===== src/rtl/asic_freq_counter.sv =====
// Frequency counter: gated and free-running edge counts of an asynchronous input,
// reported on parallel outputs, as a UART hex line and on a 9-digit multiplexed display.
module asic_freq_counter #(
  parameter int unsigned DEFAULT_DIV    = 87,
  parameter int unsigned DEFAULT_PERIOD = 10000000,
  parameter int unsigned MUX_CYCLES     = 1024
) (
  input  logic        clk,
  input  logic        rst,
  input  logic [3:0]  addr,
  input  logic [31:0] value,
  input  logic        strobe,
  input  logic        samplee,
  output logic [31:0] o,
  output logic [31:0] oc,
  output logic        tx,
  output logic [8:0]  col_drvs,
  output logic [7:0]  seg_drvs
);

  localparam int MUX_W = (MUX_CYCLES > 1) ? $clog2(MUX_CYCLES) : 1;

  typedef enum logic [0:0] {UART_IDLE, UART_SEND} uart_state_t;

  logic [31:0] divider, period, digits;
  logic [3:0]  digit8;
  logic [8:0]  dp;
  logic        mode;
  logic [2:0]  sync_q;
  logic        edge_pulse, period_wr, new_result;
  logic [31:0] window, cnt;

  uart_state_t uart_state;
  logic [31:0] line_val, bit_cnt, bit_div;
  logic [3:0]  char_idx, bit_idx;
  logic [9:0]  frame;

  logic [MUX_W-1:0] mux_cnt;
  logic [3:0]  col, next_col, nibble;
  logic        blank;
  logic [7:0]  seg_next;

  function automatic logic [6:0] hex_seg(input logic [3:0] d);
    case (d)
      4'h0: return 7'h3F;  4'h1: return 7'h06;  4'h2: return 7'h5B;  4'h3: return 7'h4F;
      4'h4: return 7'h66;  4'h5: return 7'h6D;  4'h6: return 7'h7D;  4'h7: return 7'h07;
      4'h8: return 7'h7F;  4'h9: return 7'h6F;  4'hA: return 7'h77;  4'hB: return 7'h7C;
      4'hC: return 7'h39;  4'hD: return 7'h5E;  4'hE: return 7'h79;  default: return 7'h71;
    endcase
  endfunction

  // Characters 0..7 are hex nibbles MSB first, then CR, LF.
  function automatic logic [7:0] line_char(input logic [31:0] val, input logic [3:0] idx);
    logic [3:0] nib;
    nib = 4'(val >> (5'd28 - {idx[2:0], 2'b00}));
    if (idx == 4'd8)      return 8'h0D;
    else if (idx == 4'd9) return 8'h0A;
    else if (nib < 4'd10) return 8'h30 + {4'h0, nib};
    else                  return 8'h37 + {4'h0, nib};
  endfunction

  assign period_wr  = strobe && (addr == 4'd1);
  assign edge_pulse = sync_q[1] & ~sync_q[2];

  // NOTE: every clocked block uses non-blocking assignments so all registers see pre-edge values.
  always_ff @(posedge clk) begin
    if (rst) begin
      divider <= 32'(DEFAULT_DIV);
      period  <= 32'(DEFAULT_PERIOD);
      mode    <= 1'b0;
      digits  <= '0;
      digit8  <= '0;
      dp      <= '0;
    end else if (strobe) begin
      case (addr)
        4'd0:    divider <= (value < 32'd4) ? 32'd4 : value;
        4'd1:    period  <= (value == 32'd0) ? 32'd1 : value;
        4'd2:    mode    <= value[0];
        4'd3:    digits  <= value;
        4'd4:    digit8  <= value[3:0];
        4'd5:    dp      <= value[8:0];
        default: ;
      endcase
    end
  end

  always_ff @(posedge clk) begin
    if (rst) begin
      sync_q     <= '0;
      oc         <= '0;
      o          <= '0;
      cnt        <= '0;
      window     <= '0;
      new_result <= 1'b0;
    end else begin
      sync_q     <= {sync_q[1:0], samplee};
      new_result <= 1'b0;
      oc         <= oc + {31'b0, edge_pulse};
      if (period_wr) begin
        window <= '0;
        cnt    <= '0;
      end else if (window == period - 32'd1) begin
        // An edge on the closing cycle still belongs to this window.
        o          <= cnt + {31'b0, edge_pulse};
        cnt        <= '0;
        window     <= '0;
        new_result <= 1'b1;
      end else begin
        cnt    <= cnt + {31'b0, edge_pulse};
        window <= window + 32'd1;
      end
    end
  end

  // frame = {stop, data[7:0], start}; shifted out LSB first.
  always_ff @(posedge clk) begin
    if (rst) begin
      uart_state <= UART_IDLE;
      tx         <= 1'b1;
      line_val   <= '0;
      char_idx   <= '0;
      bit_idx    <= '0;
      bit_cnt    <= '0;
      bit_div    <= 32'(DEFAULT_DIV);
      frame      <= '1;
    end else begin
      case (uart_state)
        UART_IDLE: begin
          if (new_result) begin
            line_val   <= o;
            char_idx   <= '0;
            bit_idx    <= '0;
            bit_cnt    <= '0;
            bit_div    <= divider;
            frame      <= {1'b1, line_char(o, 4'd0), 1'b0};
            tx         <= 1'b0;
            uart_state <= UART_SEND;
          end
        end
        UART_SEND: begin
          if (bit_cnt == bit_div - 32'd1) begin
            bit_cnt <= '0;
            if (bit_idx == 4'd9) begin
              if (char_idx == 4'd9) begin
                tx         <= 1'b1;
                uart_state <= UART_IDLE;
              end else begin
                char_idx <= char_idx + 4'd1;
                bit_idx  <= '0;
                bit_div  <= divider;
                frame    <= {1'b1, line_char(line_val, char_idx + 4'd1), 1'b0};
                tx       <= 1'b0;
              end
            end else begin
              bit_idx <= bit_idx + 4'd1;
              frame   <= {1'b1, frame[9:1]};
              tx      <= frame[1];
            end
          end else begin
            bit_cnt <= bit_cnt + 32'd1;
          end
        end
        default: uart_state <= UART_IDLE;
      endcase
    end
  end

  // NOTE: defaults first so no path through this block leaves a signal unassigned (no latches).
  always_comb begin
    next_col = (col == 4'd8) ? 4'd0 : col + 4'd1;
    nibble   = digit8;
    blank    = 1'b0;
    if (next_col == 4'd8) begin
      nibble = digit8;
      blank  = ~mode;
    end else if (mode) begin
      nibble = 4'(digits >> {next_col[2:0], 2'b00});
    end else begin
      nibble = 4'(o >> {next_col[2:0], 2'b00});
    end
    seg_next = {|(dp & (9'd1 << next_col)), blank ? 7'h00 : hex_seg(nibble)};
  end

  always_ff @(posedge clk) begin
    if (rst) begin
      mux_cnt  <= '0;
      col      <= '0;
      col_drvs <= 9'd1;
      seg_drvs <= 8'h3F;
    end else if (mux_cnt == MUX_W'(MUX_CYCLES - 1)) begin
      mux_cnt  <= '0;
      col      <= next_col;
      col_drvs <= 9'd1 << next_col;
      seg_drvs <= seg_next;
    end else begin
      mux_cnt <= mux_cnt + 1'b1;
    end
  end

endmodule


===== config.mk =====
export PLATFORM = sky130hd
export DESIGN_NAME = asic_freq_counter
export DESIGN_NICKNAME = d
export VERILOG_FILES = /design/src/rtl/asic_freq_counter.sv
export SDC_FILE = /design/constraint.sdc
export NUM_CORES = 1
export LEC_CHECK = 0
export CAP_MARGIN = 20
export CORE_ASPECT_RATIO = 2
export CORE_MARGIN = 2
export CORE_UTILIZATION = 30
export DETAILED_ROUTE_END_ITERATION = 10
export MAX_ROUTING_LAYER = met4
export PLACE_DENSITY = 0.48
export SYNTH_ARGS = -nofsm -noshare
export SYNTH_HDL_FRONTEND = slang
export SYNTH_SLANG_ARGS = --single-unit

===== constraint.sdc =====
create_clock -name clk -period 3.55 [get_ports clk]
set_input_delay 1.065 -clock clk [delete_from_list [all_inputs] [get_ports clk]]
set_output_delay 1.065 -clock clk [all_outputs]
set_load 0.05 [all_outputs]

==> summary.md, run 1 <==
| Metric | Value |
|---|---|
| Met3 Usage GRT | `0.0212` |
| Leading cell types in the layout, fill and taps excluded | `dfxtp_1 (384), nand2_1 (335), nor2_1 (230)` |
| Share of cells above drive strength 1 | `0.123` |
| Hold_buf cts | `0` |
| Post-Route WL | `64.8 mm` |
| Port Buffers | `121` |
| Total clock sinks | `387` |
| Post-DP HPWL | `48.2 mm` |
| Clock H-tree levels | `2` |
| Post-synthesis instance total | `2,265` |
| Critical-path top delay cell | `nor4_4` |
| Final setup fails | `0` |
| Nature of the critical path startpoint | `flip-flop` |
| CTS Buffer Depth | `3` |
| Synth Area per Inst | `8.48 µm²` |
| Pin count of the biggest net entering global routing | `88` |
| Final Skew | `0.0302 ns` |
| CTS root buf | `clkbuf_16` |
| # DRC | `0` |
| Starting Density | `0.302` |
| Critical Path AT | `3.92 ns` |
| YS warnings | `0` |
| Fmax | `288 MHz` |
| DR pass1 iterations | `5` |
| Via density | `5.22` |
| Hold_ws | `0.440 ns` |
| Commonest non-fill, non-tap cell in the layout | `dfxtp_1` |
| Fin. max-slew vios | `0` |
| Max-capacitance violation count | `0` |
| Global Route Usage Sum | `0.196` |
| Total gr overflow | `0` |
| Post-Syn Nets | `2,330` |
| Switching pwr | `2.14 mW` |
| Wire per inst | `20.0 µm` |
| Min Clock Period, post-route | `3.47 ns` |
| Register area share after synthesis | `0.403` |
| Initial antenna violation count | `0` |
| Vias in the first global route | `16,900` |
| Endpoint type of the worst setup path | `flip-flop` |
| Post-synth ARST share | `0` |
| Crit Path Class | `flip-flop to flip-flop` |
| CP Cell Sequence | `nor4_4, nand4_2, buf_4, or3_1, o31a_1, a21oi_1, nand4_1, buf_4, nor4_4, buf_4, buf_6, mux2i_1, nor2_1` |
| Horiz. Die Dim | `183 µm` |
| Routed Antenna Nets | `0` |
| Seq cells post-synth | `387` |
| Grt met1 use | `0.194` |
| Critical-path maximum fanout | `16` |
| Post-synth top flop | `dfxtp_1` |
| Int Power | `6.92 mW` |
| GR Util met2 | `0.378` |
| Die height | `362 µm` |
| First-pass GRT wire length | `97.9 mm` |
| Fin crit share | `0.978` |
| Die area | `66,200 µm²` |
| Clock power share | `0.475` |
| Most used routing layer | `met2` |
| Worst reg2reg path depth | `13` |
| RSZ-0062 raised after global routing | `true` |
| Crit-path most repeated cell | `buf_4` |
| Tot Pwr | `9.05 mW` |
| Num CTS Buffers | `39` |
| Post-synthesis cell type count | `84` |
| Via count | `16,900` |
| Antenna cells | `0` |
| Worst Hold Class | `flip-flop to flip-flop` |
| Worst EP required | `4.00 ns` |
| Slew HR | `0.450` |
| Sequential share of power | `0.485` |
| Fin. Hold Viols | `0` |
| Post-synth EDFFs | `0` |
| Worst-Margin Slew | `0.814 ns` |
| Pleak | `8.41 nW` |
| Worst-path clk slew | `0.07 ns` |
| I/O pins | `122` |
| GP Congestion | `0.909` |
| CTS tree | `built` |
| Worst skew pair latency | `0.59 ns` |
| Net Sw Frac | `0.236` |
| Status | `finished, final reports clean` |
| Combinational Power Share | `0.039` |
| CP peak stage delay | `0.46 ns` |
| Synth Cell Area | `19,200 µm²` |
| Worst vdd ir | `235 µV` |
| Rows | `131` |
| Layout Nets | `2,482` |
| CORE AREA | `63,600 µm²` |
| Hold Path Depth | `1` |
| P per Cell Area | `386 nW/µm²` |
| Initial DRC count | `1,000` |
| Area delta synth->final | `22.2%` |
## power by group through the flow
| stage | combinational, mW | sequential (mW) | clock [mW] |
|---|---|---|---|
| 3_5_place_dp | 0.358 | 4.49 | 0 |
| 6_report | 0.357 | 4.39 | 4.30 |
| 5_1_grt | 0.380 | 4.39 | 4.57 |
| 3_3_place_gp | 0.357 | 4.49 | 0 |
| 2_1_floorplan | 0.150 | 4.48 | 0 |
| 4_1_cts | 0.359 | 4.39 | 4.42 |
## cell type report
cell class	instances	area, µm²
fill	6520	40100
tap	798	998
multi-input combinational	1683	10800
sequential	387	7750
clock buffer	58	1160
timing repair buffer	262	2470
inverter	44	168
clock inverter	10	136
## per-layer routing
metal	part of all wire	wire length [µm]
met1	0.37	23900
met2	0.55	35600
met3	0.031	2030
met4	0.051	3300
met5	0	0
## what timing repair did
item	in CTS	in global routing
buffers inserted	0	18
gates resized for setup	0	31
endpoints found under the setup margin	0	84
## worst paths after layout
check	end	from	slack, ns
setup / recovery	o[4]	period[3]	0.08
hold / removal	sync_q[1]	sync_q[0]	0.44
setup reg to reg	o[4]	period[3]	0.08
hold reg to reg	sync_q[1]	sync_q[0]	0.44
## cells by family (layout without fill, tap and decap cells)
family	count (synthesis)	in the layout	share of synthesized area
AND/OR/NAND/NOR	987	987	0.251
flip-flops	387	387	0.403
AO/OA/AOI/OAI	386	386	0.136
buffers and inverters	195	374	0.0417
XOR/XNOR	185	185	0.0844
multiplexers	100	100	0.0679
adder cells (fa/ha/maj)	25	25	0.0163
## sequential cells by signal (all words and copies together), names as in the netlist, 9 cells and up
signal / flops
col_drvs: 9
digits: 32
cnt: 32
line_val: 32
bit_cnt: 32
mux_cnt: 10
divider: 32
dp: 9
o: 32
bit_div: 32
oc: 32
window: 32
period: 32
## synthesized netlist by cell type (6+ instances only)
library cell  instances  share of area
nor3_1               47          0.012
buf_1                13         0.0025
nand2_1             336          0.066
nor4b_1               6         0.0027
a32oi_1               6         0.0027
o211ai_1             16         0.0063
clkbuf_1            112          0.022
dfxtp_1             387           0.40
nor3b_1               7         0.0027
and3_1               40          0.013
o21ai_0              28         0.0073
mux2i_1              74          0.039
a22o_1               33          0.015
nand4_1              36          0.012
a31o_2               26          0.012
and4_1               18         0.0082
a211o_1               7         0.0032
a31oi_1               7         0.0023
a21oi_1             160          0.042
inv_1                44         0.0086
and2_1               18         0.0059
nand3_1             101          0.026
a31o_1                6         0.0027
nor4_1               33          0.011
ha_1                 25          0.016
xnor2_1             103          0.047
xor2_1               82          0.037
nor2_1              230          0.045
or3_1                18         0.0059
nand3b_1              8         0.0031
a221o_1              14         0.0073
mux4_2               24          0.028
nand2b_1             13         0.0042
nor2b_1              41          0.013
a211oi_1             12         0.0047
buf_2                19         0.0050
## worst max-delay path, delay by kind of cell (launching register included)
family	cells	cell delay, ns
AND/OR/NAND/NOR	6	1.34
buffers and inverters	4	0.85
AO/OA/AOI/OAI	2	0.48
flip-flops	1	0.42
multiplexers	1	0.22
## stage by stage
| step | setup slack [ns] | std cells | util | TNS, ns | cell area (µm²) |
|---|---|---|---|---|---|
| global route | -0.0490 | 3242 | 0.369 | -0.121 | 23500 |
| finish | 0.0798 | 3242 | 0.369 | 0 | 23500 |
| detailed placement | 0.0496 | 3153 | 0.343 | 0 | 21800 |
| CTS | 0.00373 | 3221 | 0.364 | 0 | 23100 |
| floorplan | 0.0658 | 2265 | - | 0 | 19200 |
| global placement | 0.0879 | 3153 | 0.343 | 0 | 21800 |
No activity file was read; power rests on OpenSTA's default activity.
==> run 2, diff against run 1 <==
--- a/config.mk
+++ b/config.mk
@@ -11,7 +11,8 @@
 export CORE_UTILIZATION = 30
 export DETAILED_ROUTE_END_ITERATION = 10
 export MAX_ROUTING_LAYER = met4
-export PLACE_DENSITY = 0.48
+export PLACE_DENSITY = 0.6
+export RECOVER_POWER = 100
 export SYNTH_ARGS = -nofsm -noshare
 export SYNTH_HDL_FRONTEND = slang
 export SYNTH_SLANG_ARGS = --single-unit
==> run 2 against run 1 <==
Against the previous run:
- non-clock buffer count shrank 29
- routed wire length grew 0.17%
- core utilization shrank 0.41 points
- clock skew shrank 0.0059 ns
- critical endpoint is now bit_idx[3]
- maximum frequency grew 0.63%
==> summary.md, run 2 (synthesized netlist as in run 1, its figures left out) <==
| Metric | Value |
|---|---|
| Status | `finished, final reports clean` |
| Worst vdd ir | `376 µV (+60%)` |
| Pleak | `8.46 nW (+0.50%)` |
| Tot Pwr | `9.22 mW (+1.8%)` |
| CTS Buffer Depth | `3 (unchanged)` |
| Wire per inst | `20.2 µm (+1.1%)` |
| I/O pins | `122 (unchanged)` |
| Vias in the first global route | `16,900 (+0.27%)` |
| DR pass1 iterations | `7 (+2)` |
| Worst EP required | `4.05 ns (+0.05 ns)` |
| Fin. max-slew vios | `0 (unchanged)` |
| CTS tree | `built` |
| Slew HR | `0.191 (-0.259)` |
| Reg2Reg Launch Point | `bit_div[0]` |
| Clock H-tree levels | `2 (unchanged)` |
| Area after DPL | `21,700 µm² (-0.49%)` |
| Grt met1 use | `0.198 (+0.00434)` |
| Area delta synth->final | `20.8%` |
| GP Congestion | `0.961 (+5.8%)` |
| Worst skew pair latency | `0.57 ns (-0.02 ns)` |
| Initial antenna violation count | `0 (unchanged)` |
| Critical Path AT | `3.94 ns (+0.02 ns)` |
| Commonest non-fill, non-tap cell in the layout | `dfxtp_1` |
| Met3 Usage GRT | `0.0248 (+0.00361)` |
| Hold_ws | `0.442 ns (+0.00266 ns)` |
| Rows | `131 (unchanged)` |
| Layout Nets | `2,452 (-1.2%)` |
| Critical path launch point | `bit_div[0]` |
| Via count | `17,100 (+0.86%)` |
| Initial DRC count | `1,113 (+11%)` |
| Design Area, Final | `23,200 µm² (-1.1%)` |
| # DRC | `0 (unchanged)` |
| Worst-path clk slew | `0.07 ns (about the same)` |
| Antenna cells | `0 (unchanged)` |
| Fin crit share | `0.971 (-0.00609)` |
| GR Util met2 | `0.356 (-0.0215)` |
| CORE AREA | `63,600 µm² (unchanged)` |
| Fillers | `6,423 (-1.5%)` |
| Crit Path Class | `flip-flop to flip-flop` |
| Routed Antenna Nets | `0 (unchanged)` |
| Die height | `362 µm (unchanged)` |
| CTS root buf | `clkbuf_16` |
| Total clock sinks | `387 (unchanged)` |
| Fmax | `290 MHz (+0.63%)` |
| Min Clock Period, post-route | `3.45 ns (-0.0216 ns)` |
| Most used routing layer | `met2` |
| Max-capacitance violation count | `0 (unchanged)` |
| Die area | `66,200 µm² (unchanged)` |
| Horiz. Die Dim | `183 µm (unchanged)` |
| Num CTS Buffers | `38 (-2.6%)` |
| Final Skew | `0.0243 ns (-0.00589 ns)` |
| Register-to-register setup slack | `0.10 ns (+0.02 ns)` |
| Share of cells above drive strength 1 | `0.108 (-0.0151)` |
| Port Buffers | `121 (unchanged)` |
| Via density | `5.32 (+1.8%)` |
| Worst Hold Class | `flip-flop to flip-flop` |
| Hold_buf cts | `0 (unchanged)` |
| Pin count of the biggest net entering global routing | `80 (-9.1%)` |
| Worst reg2reg path depth | `12 (-1)` |
| Endpoint type of the worst setup path | `flip-flop` |
| Final setup fails | `0 (unchanged)` |
| Worst-Margin Slew | `1.21 ns (+0.400 ns)` |
| Fin. Hold Viols | `0 (unchanged)` |
| Place WS | `0.0140 ns (-0.0356 ns)` |
| Global Route Usage Sum | `0.197 (+0.000885)` |
| RSZ-0062 raised after global routing | `true` |
| Starting Density | `0.302 (unchanged)` |
| Final Worst Setup Slack | `0.101 ns (+0.0216 ns)` |
| P per Cell Area | `397 nW/µm² (+3.0%)` |
| Crit path to | `bit_idx[3]` |
| Final TNS setup | `0 ns (unchanged)` |
| Post-DP HPWL | `48.2 mm (about the same)` |
| Post-Route WL | `65.0 mm (+0.17%)` |
| Critical-path maximum fanout | `5 (-11)` |
| Worst R2R End | `bit_idx[3]` |
| Total gr overflow | `0 (unchanged)` |
| First-pass GRT wire length | `98.7 mm (+0.85%)` |
| Leading cell types in the layout, fill and taps excluded | `dfxtp_1 (386), nand2_1 (336), nor2_1 (230)` |
| Nature of the critical path startpoint | `flip-flop` |
run 2: cell count changes in the layout (fill, tap and decap cells not counted), moves of 5 or more:
cell,change
buf_6,-5
clkdlybuf4s50_1,-70
dlygate4sd3_1,+70
buf_4,-33
run 2: cell type report:
class,count,area [µm²],area share
Multi-Input combinational cell,1683,10800,0.464
Timing Repair Buffer,233,2160,0.0931
Clock inverter,17,275,0.0119
Clock buffer,51,1090,0.0470
Sequential cell,387,7750,0.334
Tap cell,798,998,0.0430
Inverter,44,165,0.00712
run 2: repair_timing:
action / CTS / global route
cloned: 0 / 1
buffers inserted: 0 / 7
endpoints found under the setup margin: 1 / 143
pin swaps: 0 / 4
resized for setup: 1 / 22
run 2: worst min-delay path by stage:
stage | start | depth (start not counted) | slack (ns) | endpoint
6_report | sync_q[0] | 1 | 0.44 | sync_q[1]
5_1_grt | sync_q[0] | 1 | 0.46 | sync_q[1]
4_1_cts | sync_q[0] | 1 | 0.45 | sync_q[1]
3_5_place_dp | sync_q[0] | 1 | 0.44 | sync_q[1]
3_3_place_gp | sync_q[0] | 1 | 0.43 | sync_q[1]
2_1_floorplan | sync_q[0] | 1 | 0.41 | sync_q[1]
run 2: layer usage:
layer  vias to the layer above  share of wire
met5                         -              0
met4                         0          0.074
met3                       193          0.045
met1                      8202           0.36
li1                       8182              -
met2                       504           0.52
run 2: critical path, stage by stage (launching register included):
cell and delay [ns]:
dfxtp_1 0.33, inv_1 0.06, ha_1 0.15, or3b_2 0.47, or4_4 0.49, xnor2_4 0.19, o21ai_1 0.09, nor4_1 0.36
and4_4 0.35, nand3_4 0.13, buf_4 0.23, or3_1 0.36, a31oi_1 0.18
run 2: stage by stage:
stage / util / cells
4_1_cts: 0.363 / 3205
6_report: 0.365 / 3213
2_1_floorplan: - / 2265
3_5_place_dp: 0.342 / 3137
3_3_place_gp: 0.342 / 3137
5_1_grt: 0.365 / 3213
run 2: power breakdown:
| part | total, mW | internal (mW) | switching (mW) |
|---|---|---|---|
| Sequential | 4.39 | 4.37 | 0.0248 |
| Clock | 4.48 | 2.62 | 1.86 |
| Combinational | 0.351 | 0.116 | 0.235 |
==> run 3, diff against run 2 <==
--- a/config.mk
+++ b/config.mk
@@ -8,10 +8,10 @@
 export CAP_MARGIN = 20
 export CORE_ASPECT_RATIO = 2
 export CORE_MARGIN = 2
-export CORE_UTILIZATION = 30
+export CORE_UTILIZATION = 50
 export DETAILED_ROUTE_END_ITERATION = 10
 export MAX_ROUTING_LAYER = met4
-export PLACE_DENSITY = 0.6
+export PLACE_DENSITY = 0.84
 export RECOVER_POWER = 100
 export SYNTH_ARGS = -nofsm -noshare
 export SYNTH_HDL_FRONTEND = slang
==> run 3 against run 2 <==
Against the previous run:
- setup slack better by 0.0065 ns
- non-clock buffer count shrank 22
- sequential share of layout area up 1.2 points
- clock skew decreased by 0.0089 ns
- global-route usage rose by 8.0 points
- register-to-register slack is essentially flat
- total power down 6.8%
- critical endpoint is now seg_drvs[4]
==> summary.md, run 3 (synthesized netlist as in run 1, its figures left out) <==
| Metric | Value |
|---|---|
| CTS Buffer Depth | `3 (unchanged)` |
| Endpoint type of the worst setup path | `flip-flop` |
| Final setup fails | `0 (unchanged)` |
| Switching pwr | `1.97 mW (-6.9%)` |
| Clock power share | `0.454 (-0.032)` |
| Routed Antenna Nets | `0 (unchanged)` |
| Via density | `6.00 (+13%)` |
| Int Power | `6.62 mW (-6.8%)` |
| Area after DPL | `21,100 µm² (-2.9%)` |
| Num CTS Buffers | `35 (-7.9%)` |
| Pleak | `8.28 nW (-2.1%)` |
| Rows | `101 (-23%)` |
| Slew HR | `0.177 (-0.0139)` |
| CORE AREA | `37,900 µm² (-40%)` |
| Via count | `17,100 (+0.023%)` |
| Antenna cells | `0 (unchanged)` |
| Final Non-Filler Cells | `2,849 (-11%)` |
| Fmax | `291 MHz (+0.19%)` |
| Place WS | `0.0373 ns (+0.0232 ns)` |
| Worst EP required | `4.00 ns (-0.05 ns)` |
| DR pass1 iterations | `7 (unchanged)` |
| Initial antenna violation count | `1 (+1)` |
| P per Cell Area | `384 nW/µm² (-3.4%)` |
| Crit Path Class | `flip-flop to flip-flop` |
| Combinational Power Share | `0.035 (-0.003)` |
| First-pass GRT wire length | `86.1 mm (-13%)` |
| Die area | `40,100 µm² (-39%)` |
| Hold_buf cts | `0 (unchanged)` |
| Total gr overflow | `0 (unchanged)` |
| Clock H-tree levels | `2 (unchanged)` |
| Placed Cells | `2,778 (-11%)` |
| Starting Density | `0.507 (+0.205)` |
| Worst vdd ir | `320 µV (-15%)` |
| I/O pins | `122 (unchanged)` |
| Worst-Margin Slew | `1.23 ns (+0.0208 ns)` |
| Nature of the critical path startpoint | `flip-flop` |
| Vias in the first global route | `17,100 (+1.1%)` |
| GP Congestion | `1.02 (+5.6%)` |
| Fin. Hold Viols | `0 (unchanged)` |
| Min Clock Period, post-route | `3.44 ns (-0.00650 ns)` |
| Status | `finished, final reports clean` |
| Net Sw Frac | `0.230 (about the same)` |
| Fin. max-slew vios | `0 (unchanged)` |
| Port Buffers | `121 (unchanged)` |
| Post-Route WL | `55.0 mm (-15%)` |
| Final design utilization | `0.590 (+0.226)` |
| Max-capacitance violation count | `0 (unchanged)` |
| Final Worst Setup Slack | `0.108 ns (+0.00650 ns)` |
| Leading cell types in the layout, fill and taps excluded | `dfxtp_1 (386), nand2_1 (335), nor2_1 (230)` |
| Commonest non-fill, non-tap cell in the layout | `dfxtp_1` |
| Worst Hold Class | `flip-flop to flip-flop` |
| Worst skew pair latency | `0.56 ns (about the same)` |
| # DRC | `0 (unchanged)` |
| Design Area, Final | `22,400 µm² (-3.5%)` |
| Wire per inst | `19.3 µm (-4.5%)` |
| CTS tree | `built` |
| Horiz. Die Dim | `143 µm (-22%)` |
| Fin crit share | `0.970 (-0.00183)` |
| Sequential share of power | `0.511 (+0.035)` |
| Global Route Usage Sum | `0.277 (+0.0795)` |
| Pin count of the biggest net entering global routing | `124 (+55%)` |
| Layout Nets | `2,427 (-1.0%)` |
| Critical-path maximum fanout | `6 (+1)` |
| Worst-path clk slew | `0.07 ns (about the same)` |
| Total clock sinks | `387 (unchanged)` |
| CTS root buf | `clkbuf_16` |
| Initial DRC count | `1,106 (-0.63%)` |
| Post-DP HPWL | `40.1 mm (-17%)` |
| Area delta synth->final | `16.5%` |
| Critical Path AT | `3.89 ns (-0.05 ns)` |
| Final Skew | `0.0154 ns (-0.00892 ns)` |
| Share of cells above drive strength 1 | `0.0985 (-0.00917)` |
| Die height | `281 µm (-22%)` |
run 3: metrics by stage:
step	hold slack [ns]	power (mW)	setup TNS, ns
2_1_floorplan	0.414	4.63	0
3_3_place_gp	0.427	4.78	0
3_5_place_dp	0.430	4.79	0
4_1_cts	0.449	8.64	0
5_1_grt	0.451	8.82	-0.190
6_report	0.444	8.59	0
run 3: power groups by stage:
stage                     Clock [mW]  Sequential (mW)  Combinational, mW
after floorplan                    0             4.48              0.150
after global placement             0             4.49              0.292
after detailed placement           0             4.49              0.297
after CTS                       3.95             4.39              0.299
after global routing            4.11             4.39              0.320
final                           3.90             4.39              0.301
run 3: per-layer routing:
layer / track usage / vias up / share of wire
li1: - / 8141 / -
met2: 0.494 / 547 / 0.52
met4: 0.211 / 0 / 0.092
met3: 0.0370 / 274 / 0.042
met5: - / - / 0
met1: 0.266 / 8123 / 0.35
run 3: worst max-delay path: stages, from the launching register on:
cell	delay, ns
dfxtp_2	0.36
inv_1	0.07
ha_1	0.19
and2_1	0.21
a21oi_4	0.24
buf_4	0.21
buf_4	0.14
mux4_2	0.50
nor3_1	0.18
nor2_1	0.10
o221ai_2	0.21
buf_4	0.22
mux2i_1	0.27
a221oi_1	0.12
a211o_1	0.30
run 3: final cells by class:
class | count | area, µm²
timing repair buffer | 211 | 1960
tap | 463 | 579
clock buffer | 48 | 995
multi-input combinational | 1683 | 10800
sequential | 387 | 7750
clock inverter | 13 | 165
fill | 3190 | 15500
inverter | 44 | 165
run 3: path summary, 6_finish.rpt:
check             startpoint     endpoint  slack (ns)  cells after the start
hold reg to reg    sync_q[0]    sync_q[1]        0.44                      1
setup / recovery      col[1]  seg_drvs[4]        0.11                     14
hold / removal     sync_q[0]    sync_q[1]        0.44                      1
setup reg to reg      col[1]  seg_drvs[4]        0.11                     14
run 3: timing repair:
action,CTS,global route
resized for setup,0,21
buffers inserted,0,8
endpoints found under the setup margin,0,96
==> edit 1, RTL diff (config.mk and constraints of run 2) <==
Make the reset (`rst`) asynchronous in 4 clocked blocks.
--- a/src/rtl/asic_freq_counter.sv
+++ b/src/rtl/asic_freq_counter.sv
@@ -63,7 +63,7 @@
   assign edge_pulse = sync_q[1] & ~sync_q[2];
 
   // NOTE: every clocked block uses non-blocking assignments so all registers see pre-edge values.
-  always_ff @(posedge clk) begin
+  always_ff @(posedge clk or posedge rst) begin
     if (rst) begin
       divider <= 32'(DEFAULT_DIV);
       period  <= 32'(DEFAULT_PERIOD);
@@ -84,7 +84,7 @@
     end
   end
 
-  always_ff @(posedge clk) begin
+  always_ff @(posedge clk or posedge rst) begin
     if (rst) begin
       sync_q     <= '0;
       oc         <= '0;
@@ -113,7 +113,7 @@
   end
 
   // frame = {stop, data[7:0], start}; shifted out LSB first.
-  always_ff @(posedge clk) begin
+  always_ff @(posedge clk or posedge rst) begin
     if (rst) begin
       uart_state <= UART_IDLE;
       tx         <= 1'b1;
@@ -181,7 +181,7 @@
     seg_next = {|(dp & (9'd1 << next_col)), blank ? 7'h00 : hex_seg(nibble)};
   end
 
-  always_ff @(posedge clk) begin
+  always_ff @(posedge clk or posedge rst) begin
     if (rst) begin
       mux_cnt  <= '0;
       col      <= '0;
Function: differs if rst is asserted again (counterexample within 4 cycles, from zero or initial values and one cycle with rst high); with rst held inactive, the same outputs for 4 cycles.
==> edit 1 against run 2 <==
The flow now finishes with violations (capacitance limit, slew limit, setup timing); clock skew increased by 0.0012 ns; count of clock-buffer cells in the layout decreased by 7; area after synthesis increased by 6.2%; synthesized cell count decreased by 12%; design area increased by 8.0%; sequential cell count unchanged; via count decreased by 5.4%; worst setup slack got worse by 0.13 ns; first-iteration DRC count decreased by 28%; routed wire length decreased by 2.6%; critical path type unchanged; highest routed layer unchanged.
Power is not compared: it rests on default switching activity, and its combinational part moved more than twofold at a synthesized area within 25%.
==> edit 1: results (changes against run 2) <==
area share of fa/ha/maj cells after synthesis 1.53% (was 1.63%); compound-cell area share of the yosys netlist 6.99% (was 13.6%); post-layout net count 2269 (was 2452); Seq/Total Area, Yosys 47.7% (was 40.3%); main flop type after synthesis dfrtp_1 (was dfxtp_1); number of global-route vias before repair 17100 (was 16900); fraction of area in multi-input gates 41.1% (was 46.4%); Seq. cell area 0.00973 mm^2 (was 0.00775 mm^2); first-pass GRT wire length 98.4 mm (was 98.7 mm); final worst slack -0.0246 ns (was 0.101 ns); pin count of the biggest net entering global routing 67 (was 80); Worst Skew 0.0255 ns (was 0.0243 ns); synth cell count leaders 353 x dfrtp_1, 268 x nand2_1, 141 x nor2_1 (was 387 x dfxtp_1, 336 x nand2_1, 230 x nor2_1); Metal-1 WL 21.6 mm (was 23.5 mm); setup TNS -0.0482 ns (was 0 ns); GR Util All Layers 18.5% (was 19.7%); Cells after DPL 3040 (was 3137); XOR/XNOR share of the synthesized area 8.03% (was 8.44%); dominant cells by area after synthesis dfrtp_1 43%, mux2_2 7.1%, nand2_1 4.9% (was dfxtp_1 40%, nand2_1 6.6%, xnor2_1 4.7%); status complete, but fails checks (was completed); Met2 Wirelength 35.5 mm (was 33.7 mm); Initial DRT Pass Iterations 5 (was 7); final cell count without fillers 3125 (was 3213); Slew @ Worst Pin 2.10 ns (was 1.21 ns); Final Max Slew Viols 37 (was 0); failing checks capacitance limit, slew limit, setup timing; final setup fails 5 (was 0); Clock buffer cells 44 (was 51); ys async rst share 100% (was 0%); WP data arrival 4.01 ns (was 3.94 ns); number of non-clock buffers 283 (was 233); met3 routed WL 1.84 mm (was 2.92 mm); maxcap violations 1 (was 0); cells after synthesis 1983 (was 2265); PostCTS Resize Cnt 24 (was 1)
-- edit 1: path summary, 6_finish.rpt --
check                      startpoint     endpoint  slack, ns  depth (start not counted)
max in group asynchronous         rst  divider[26]       0.32                          4
setup reg to reg            period[1]        o[30]      -0.02                         14
hold / removal              sync_q[0]    sync_q[1]       0.35                          0
min in group asynchronous         rst       oc[22]       1.21                          2
setup / recovery            period[1]        o[30]      -0.02                         14
hold reg to reg             sync_q[0]    sync_q[1]       0.35                          0
-- edit 1: power breakdown --
part           leakage, uW  switching [uW]  total [uW]  internal (uW)
Combinational      0.00562            1500        2810           1310
Clock             0.000608            1830        4190           2360
Sequential         0.00503             552        5580           5020
-- edit 1: metal layers --
layer	track usage, %	up-vias
met3	2.05	187
met2	35.6	373
met4	10.8	0
met5	-	-
met1	17.5	8106
li1	-	7488
-- edit 1: critical path, delay by kind of cell (launching register included) --
family          cells  cell delay (ns)
compound gates      3             0.58
flops               1             0.38
simple gates        4             1.29
mux                 1             0.33
buf+inv             6             0.87
==> edit 2, RTL diff (config.mk and constraints of run 2) <==
Without the edit above. The parameter `MUX_CYCLES` goes from 1024 to 256.
--- a/src/rtl/asic_freq_counter.sv
+++ b/src/rtl/asic_freq_counter.sv
@@ -3,7 +3,7 @@
 module asic_freq_counter #(
   parameter int unsigned DEFAULT_DIV    = 87,
   parameter int unsigned DEFAULT_PERIOD = 10000000,
-  parameter int unsigned MUX_CYCLES     = 1024
+  parameter int unsigned MUX_CYCLES     = 256
 ) (
   input  logic        clk,
   input  logic        rst,
Check against the original RTL: same outputs for any inputs over 4 cycles, from zero or initial values and one cycle with rst high; that may be too few to reach the edited logic, so the function may still have changed.
==> edit 2 against run 2 <==
Critical path type unchanged; largest power group is now registers; sequential cell count shrank 2; routed wire length grew 4.1%; first-iteration DRC count shrank 3.9%; worst setup slack gained 0.065 ns; area after synthesis grew 2.0%; power shrank 3.1%; the run now ends with capacitance limit, slew limit left; count of clock-buffer cells in the layout shrank 3; cell count grew 5.9%; design area grew 1.9%; critical path depth is the same.
==> edit 2: results (changes against run 2) <==
synth cell count leaders 385 x dfxtp_1, 375 x nand2_1, 169 x a21oi_1 (was 387 x dfxtp_1, 336 x nand2_1, 230 x nor2_1); GP Congestion 0.964 (was 0.961); n_diodes 1 (was 0); Final Max Slew Viols 36 (was 0); XOR/XNOR share of the synthesized area 7.74% (was 8.44%); met1 Use GR 19.8% (about the same); maxcap violations 1 (was 0); non-clk buf share 9.82% (was 9.31%); final cell count without fillers 3404 (was 3213); multiplexer area fraction after synthesis 4.41% (was 6.79%); dominant cells by area after synthesis dfxtp_1 39%, nand2_1 7.2%, a21oi_1 4.3% (was dfxtp_1 40%, nand2_1 6.6%, xnor2_1 4.7%); worst reg-to-reg setup slack 0.17 ns (was 0.10 ns); worst setup path end o[28] (was bit_idx[3]); DPL Wire Length 51.4 mm (was 48.2 mm); Seq/Total Area, Yosys 39.4% (was 40.3%); DRT iter0 DRCs 1070 (was 1113); compound-cell area share of the yosys netlist 16.0% (was 13.6%); Setup crit start period[6] (was bit_div[0]); Fillers 6684 (was 6423); WP data arrival 3.83 ns (was 3.94 ns); area share of fa/ha/maj cells after synthesis 1.60% (was 1.63%); status complete, but fails checks (was completed); share of cells above drive strength 1 10.8% (about the same); failing checks capacitance limit, slew limit; met2 Use GR 37.0% (was 35.6%); pre-CTS setup slack -0.0204 ns (was 0.0140 ns); synthesis-stage register bit count 385 (was 387); Distinct cells, synth 89 (was 84); Leak 0.00841 uW (was 0.00846 uW); post-layout net count 2572 (was 2452); ClkCell Share 5.31% (was 5.89%); Routed WL per cell 19.9 um (was 20.2 um); nonclk inv count 40 (was 44); Multi-In Gates 1781 (was 1683); number of non-clock buffers 262 (was 233); syn nets 2433 (was 2330)
[edit 2: power by group through the flow]
| stage | sequential, uW | combinational (uW) | clock [uW] |
|---|---|---|---|
| after floorplan | 4460 | 165 | 0 |
| after global placement | 4470 | 350 | 0 |
| after detailed placement | 4470 | 355 | 0 |
| after CTS | 4370 | 356 | 4290 |
| after global routing | 4370 | 378 | 4440 |
| final | 4370 | 355 | 4210 |
[edit 2: worst min-delay path by stage]
stage,endpoint,slack [ns]
CTS,sync_q[1],0.45
detailed placement,sync_q[1],0.43
finish,sync_q[1],0.45
floorplan,sync_q[1],0.41
global route,sync_q[1],0.46
global placement,sync_q[1],0.42
[edit 2: timing repair]
item / CTS / global route
endpoints found under the setup margin: 0 / 87
resized for setup: 0 / 11
buffers inserted: 0 / 1
[edit 2: logic make-up (layout without fill, tap and decap cells)]
| group | Yosys count | count (layout) |
|---|---|---|
| and+or+nand+nor | 1057 | 1057 |
| AOI/OAI and AO/OA | 465 | 465 |
| DFF | 385 | 385 |
| buffers and inverters | 202 | 366 |
| xor gates and xnor gates | 173 | 173 |
| muxes | 61 | 61 |
| adders and majority gates | 25 | 25 |
| other | 0 | 1 |
[edit 2: per-layer routing]
layer / part of all wire, % / wire length [um]
met1: 35 / 24000
met4: 7.9 / 5340
met3: 4.7 / 3160
met2: 52 / 35100
met5: 0 / 0
[edit 2: per-stage QoR]
step | cell area [um^2] | power, uW | TNS (ns) | hold WS, ns
finish | 23600 | 8940 | 0 | 0.448
global route | 23600 | 9190 | 0 | 0.465
CTS | 23700 | 9020 | 0 | 0.453
detailed placement | 22400 | 4820 | -0.126 | 0.431
global placement | 22400 | 4820 | -0.0328 | 0.420
floorplan | 19600 | 4630 | 0 | 0.414
